==> src/rtl/sp_pkg.sv <==
// Shared RTS/RTR helpers for the sp_* blocks: transfer-state encoding and
// the lane-count width helper used by the packer's OUT_LANES port.
package sp_pkg;

   localparam logic XFER_EMPTY = 1'b0;
   localparam logic XFER_FULL  = 1'b1;

   // One extra bit so a count of RATIO lanes is representable.
   function automatic int lane_cnt_w(input int log2_ratio);
      return log2_ratio + 1;
   endfunction

endpackage

==> src/rtl/sp_word_packer.sv <==
// Packs 2**LOG2_RATIO narrow RTS/RTR words into one registered wide word.
// Optional macro SP_PACKER_FLUSH_EN adds IN_LAST (short groups) and OUT_LANES.
module sp_word_packer
   import sp_pkg::*;
#(
   parameter int WORDLENGTH = 8,
   parameter int LOG2_RATIO = 2
)
(
   input  logic                             clk,
   input  logic                             reset,
   input  logic                             IN_RTS,
   output logic                             IN_RTR,
   input  logic [WORDLENGTH-1:0]            IN_DAT,
   output logic                             OUT_RTS,
   input  logic                             OUT_RTR,
`ifdef SP_PACKER_FLUSH_EN
   input  logic                             IN_LAST,
   output logic [lane_cnt_w(LOG2_RATIO)-1:0] OUT_LANES,
`endif
   output logic [WORDLENGTH*(2**LOG2_RATIO)-1:0] OUT_DAT
);

   localparam int RATIO = 2 ** LOG2_RATIO;
   localparam int OUT_W = WORDLENGTH * RATIO;
   localparam logic [LOG2_RATIO-1:0] LAST_LANE = LOG2_RATIO'(RATIO - 1);

   logic [WORDLENGTH-1:0] lane_p0 [RATIO-1];
   logic [LOG2_RATIO-1:0] lane_cnt;
   logic [OUT_W-1:0]      packed_p0;
   logic [OUT_W-1:0]      out_dat_p1;
   logic                  vld_p1;
   logic                  complete;
   logic                  in_xfc;
   logic                  out_xfc;

`ifdef SP_PACKER_FLUSH_EN
   logic [lane_cnt_w(LOG2_RATIO)-1:0] lanes_p1;
   assign complete  = (lane_cnt == LAST_LANE) || IN_LAST;
   assign OUT_LANES = lanes_p1;
`else
   assign complete  = (lane_cnt == LAST_LANE);
`endif

   assign OUT_RTS = (vld_p1 == XFER_FULL);
   assign OUT_DAT = out_dat_p1;
   // OUT_RTR reaches IN_RTR combinationally so a full boundary costs no bubble.
   assign IN_RTR  = reset & ~(complete & OUT_RTS & ~OUT_RTR);
   assign in_xfc  = IN_RTS & IN_RTR;
   assign out_xfc = OUT_RTS & OUT_RTR;

   // Stage p0: lane accumulation and wide-word assembly
   always_ff @(posedge clk) begin
      for (int k = 0; k < RATIO - 1; k++)
         if (in_xfc && !complete && lane_cnt == LOG2_RATIO'(k))
            lane_p0[k] <= IN_DAT;
   end

   // Lanes above the current word stay zero, which is what a short group needs.
   always_comb begin
      packed_p0 = '0;
      for (int k = 0; k < RATIO - 1; k++)
         if (LOG2_RATIO'(k) < lane_cnt)
            packed_p0[k*WORDLENGTH +: WORDLENGTH] = lane_p0[k];
      for (int k = 0; k < RATIO; k++)
         if (LOG2_RATIO'(k) == lane_cnt)
            packed_p0[k*WORDLENGTH +: WORDLENGTH] = IN_DAT;
   end

   // Stage p1: registered output word and EMPTY/FULL state
   always_ff @(posedge clk or negedge reset) begin
      if (!reset) begin
         lane_cnt   <= '0;
         vld_p1     <= XFER_EMPTY;
         out_dat_p1 <= '0;
`ifdef SP_PACKER_FLUSH_EN
         lanes_p1   <= '0;
`endif
      end else begin
         if (in_xfc) begin
            if (complete) begin
               lane_cnt   <= '0;
               out_dat_p1 <= packed_p0;
`ifdef SP_PACKER_FLUSH_EN
               lanes_p1   <= {1'b0, lane_cnt} + 1'b1;
`endif
            end else begin
               lane_cnt <= lane_cnt + 1'b1;
            end
         end
         case (vld_p1)
            XFER_EMPTY: if (in_xfc && complete) vld_p1 <= XFER_FULL;
            default:    if (out_xfc && !(in_xfc && complete)) vld_p1 <= XFER_EMPTY;
         endcase
      end
   end

endmodule

==> config.mk <==
export PLATFORM = sky130hd
export DESIGN_NAME = sp_word_packer
export DESIGN_NICKNAME = d
export VERILOG_FILES = /design/src/rtl/sp_pkg.sv /design/src/rtl/sp_word_packer.sv
export SDC_FILE = /design/constraint.sdc
export NUM_CORES = 1
export LEC_CHECK = 0
export ABC_AREA = 1
export BUFFER_PORTS_ARGS = -buffer_cell sky130_fd_sc_hd__buf_2
export CORE_MARGIN = 10
export CORE_UTILIZATION = 37
export CTS_CLUSTER_DIAMETER = 60
export DETAILED_ROUTE_END_ITERATION = 12
export PLACE_DENSITY_LB_ADDON = 0.3
export SYNTH_ARGS = -nofsm -noshare
export SYNTH_HDL_FRONTEND = slang
export SYNTH_SLANG_ARGS = --single-unit
==> constraint.sdc <==
create_clock -name clk -period 3.2 [get_ports clk]
set_input_delay 0.64 -clock clk [delete_from_list [all_inputs] [get_ports clk]]
set_output_delay 0.64 -clock clk [all_outputs]
set_load 0.02 [all_outputs]
* After elaboration in Yosys (flattened, before gate mapping)
Memory sizes are Yosys's and may differ from the RTL's. A register that Yosys moved wholly into a read port is not among the register bits.
Cells that the tools add are included.
** Operators by class
- Order comparisons :: 3
- Add/subtract/negate cells :: 1
- Reductions and logical operators :: 15
- Multiplexer cells :: 23
- Bitwise logic cells :: 7
- Equal/unequal tests :: 6
** Operator list (count)
- 8-bit 2-to-1 mux :: 9
- 8-bit OR reduction :: 2
- 1-bit 2-to-1 mux :: 11
- 1-bit logical AND :: 6
- 2-bit 2-to-1 mux :: 3
- 1-bit bitwise AND :: 5
- 1-bit zero test :: 5
- 2-bit == test, first input constant :: 2
- 2-bit == test, second input constant :: 2
- 1-bit by 2-bit less-than comparator with 1-bit output, first input constant :: 2
- 2-bit by 1-bit adder with 2-bit output, second input constant :: 1
- 1-bit by 2-bit == test with 1-bit output, first input constant :: 1
- 2-bit by 1-bit == test with 1-bit output, second input constant :: 1
- 2-bit zero test :: 1
- 2-bit less-than comparator, first input constant :: 1
- 1-bit inverter :: 2
- 2-bit AND reduction :: 1
** Word-level totals
- Bits in writable memories :: 24
- Word-level logic and storage cells :: 59
- Output and inout bits :: 34
- Input port bits :: 12
- Bits in registers :: 35
- Memories :: 1
** Memories
- lane_p0 :: depth 3, width 8, rd ports 3, clocked after memory_dff 3, write ports 1, line sp_word_packer.sv:28 : logic [WORDLENGTH-1:0] lane_p0 [RATIO-1];

* Logic depth before layout (Yosys ltp)
- Depth in word-level cells :: 13
- Depth in mapped cells :: 7
- Depth with buffers taken out :: 5

* Least setup slack after synthesis
No wires, ideal clock.
- Kind :: input to output
- Start :: input OUT_RTR
- End :: output IN_RTR
- Required time :: 2560 ps
- Arrival :: 953 ps
- Stages on the path :: 3
- Buffers on the path :: 0
- Slack :: 1607 ps
- Cell sequence :: inv_2 -> nand3_1 -> and2_1
** On the way
- Cells in the longest elaborated chain, start to end :: 4
** RTL lines
- start: declaration :: line sp_word_packer.sv:16 : input logic OUT_RTR,
- 1-bit inverter :: line sp_word_packer.sv:48 : assign IN_RTR = reset & ~(complete & OUT_RTS & ~OUT_RTR);
- 1-bit bitwise AND :: line sp_word_packer.sv:48
- 1-bit inverter :: line sp_word_packer.sv:48
- 1-bit bitwise AND :: line sp_word_packer.sv:48
- end: declaration :: line sp_word_packer.sv:13 : output logic IN_RTR,
No other way between the ends.

* Worst setup path in the final report
- Start :: register lane_cnt[1]
- End :: register out_dat_p1[3] (netlist: OUT_DAT[3]) (read register of lane_p0)
** On the way
- Cells in the longest elaborated chain, start to end :: 7
** RTL lines
- start: declaration :: line sp_word_packer.sv:29 : logic [LOG2_RATIO-1:0] lane_cnt;
- start signal: assignment :: line sp_word_packer.sv:88 : lane_cnt <= lane_cnt + 1'b1;
- 2-bit == test * :: line sp_word_packer.sv:42 : assign complete = (lane_cnt == LAST_LANE);
- 1-bit bitwise AND (2 in a row) :: line sp_word_packer.sv:48
- 1-bit inverter :: line sp_word_packer.sv:48
- 1-bit bitwise AND :: line sp_word_packer.sv:48
- 1-bit bitwise AND :: line sp_word_packer.sv:49 : assign in_xfc = IN_RTS & IN_RTR;
- 2-bit AND reduction (no line) *
- end: declaration :: line sp_word_packer.sv:31 : logic [OUT_W-1:0] out_dat_p1;
Mark *: on every way between the ends. The rest lies on a longest branch, timed or not.
A chain may end at the register's enable or synchronous reset.

==> results.cfg <==
[grt]
grt_max_degree = 66
grt_overflow = 0
grt_pass1_wl_um = 6880
grt_pass1_vias = 1320
grt_use_total_pct = 9.23
antenna_found_initial = 0

[die]
rows = 28
dieArea_sq_um = 9790
die-width_um = 99.0
ios = 46
start_util_pct = 38.5
dieHeight_um = 99.0
core_area_sq_um = 5990

[cts]
cts_buffer_depth = 2
tritoncts = done
cts_resized = 0
hold_buffers = 0
worstSkewPairLatency_ps = 330
cts_setup_buffers = 0
clk_pin_slew_ps = 60
htreeDepth = 3
cts_sinks = 59
clock-root-buffer = clkbuf_8
numCtsBuffers = 9

[worst_setup_path]
reg2reg_slack_ps = 1110
worstSetupPathType = reg -> reg
critPathRequiredTime_ps = 3380
r2r_cells = 4
path_max_fanout = 65
r2r-start = lane_cnt[1]
worst_ep_arrival_time_ps = 2280
cp-end-kind = flop
cp-start-kind = flop
r2r-end = OUT_DAT[3]

[yosys]
netlist_area_sq_um = 2310
syn_avg_cell_area_sq_um = 12.3
syn_nets = 203
synth_top_area_share_pct = 38.0
synth_seq_area_share_pct = 69.2
ys_ff_latch = 59
yosysTopAreaCell = dfrtp_1
synth_cells = 187
netlist-cell-type-count = 17
yosys-top-cells-area = dfrtp_1, edfxtp_1, o21ai_2
yosys_warnings = 0

[final_layout]
multiInputGateArea_sq_um = 500
layout_commonest_cell = buf_2
fill_cells = 548
mostFrequentLayoutCells = buf_2, inv_1, dfrtp_1, nand2_1, edfxtp_1
area_growth_pct = 22.0
drive_above_1_share_pct = 36.0
finalNetCount = 253
seq_area_sq_um = 1600

[timing]
tightest_slew_ps = 1060
skew_ps = 7.07
fin_crit_ps = 2090
hold_viol = 0
rsz0062_at_grt = no
setup_tns_ps = 0
fin_crit_sh_pct = 65.4
slew_headroom_pct = 29.5
drv_slew = 0
setup_viol = 0
max_freq_mhz = 478

[pwr]
vdd_drop_max_mv = 0.412
p_total_w = 0.00281
leakage_nw = 1.41
power.density_nw_per_um2 = 997

[routing]
drtIter0Drc = 55
ant_nets = 0
viasPerCell = 4.40
routedWlPerCell_um = 13.6
drc = 0
firstDrtPassIters = 4
routed_wl_um = 4320
num_vias = 1399

[run]
maxCapViolations = 0

[placed_design]
place_congestion = 0.686
portBuffers = 45
post-dp-hpwl_um = 2960

[run_status]
status = finished clean

[worst_hold_path]
hp-class = in -> async
## power breakdown
| group | internal (W) | total, W | switching, W |
|---|---|---|---|
| Clock | 0.000536 | 0.000809 | 0.000273 |
| Combinational | 0.000290 | 0.000844 | 0.000554 |
| Sequential | 0.00103 | 0.00115 | 0.000124 |
## cell usage after synthesis, drive strengths merged
cell type and count:
nand3b 1, nand3 2, o21ai 34, clkbuf 1, buf 6, edfxtp 24
nand4 1, nand2 36, ha 4, dfrtp 35, inv 39, and2 1
nor2 3
## final cells by class
cell class | count | share of cell area [%]
clock inverter | 5 | 3.56
antenna | 1 | 0.0889
inverter | 39 | 5.20
timing repair buffer | 46 | 8.27
clock buffer | 11 | 5.02
sequential | 59 | 56.7
tap | 75 | 3.33
multi-input combinational | 82 | 17.8
## worst max-delay path, stage by stage (launching register included)
cell     delay [ps]
dfrtp_1         410
ha_1            260
nand4_4         810
nand2_1         350
o21ai_2          80
## metal layers
metal,vias up,GRT usage (%),wire length [um]
li1,692,-,-
met1,654,10.6,1940
met2,42,13.2,1910
met3,11,5.10,370
met4,0,5.29,99
met5,-,0,0
## worst max-delay path by stage
stage,start,endpoint,slack (ps)
after floorplan,OUT_RTR,IN_RTR,1610
after global placement,reset,OUT_DAT[29],1050
after detailed placement,reset,OUT_DAT[12],990
after CTS,lane_cnt[0],IN_RTR,1100
after global routing,lane_cnt[0],OUT_DAT[3],900
final,lane_cnt[1],OUT_DAT[3],1110
## through the flow
stage	setup WS, ps	utilization, %	instance area (sq um)	hold slack [ps]	cells
6_report	1110	47.0	2810	133	318
5_1_grt	901	46.9	2810	118	317
4_1_cts	1100	46.9	2810	113	317
3_5_place_dp	986	42.9	2570	464	301
3_3_place_gp	1050	42.9	2570	461	301
2_1_floorplan	1610	-	2310	344	187
## sequential cells by signal (all words and copies together) (netlist names)
register / count
OUT_DAT: 32
OUT_RTS: 1
lane_cnt: 2
lane_p0: 24
## kinds of logic after synthesis
family | count (synthesis) | share of synthesized area (%)
and+or+nand+nor | 44 | 8.03
buffers and inverters | 46 | 9.49
AOI/OAI and AO/OA | 34 | 11.1
DFF | 59 | 69.2
adders and majority gates | 4 | 2.17
Power figures use the tool's default switching activity.
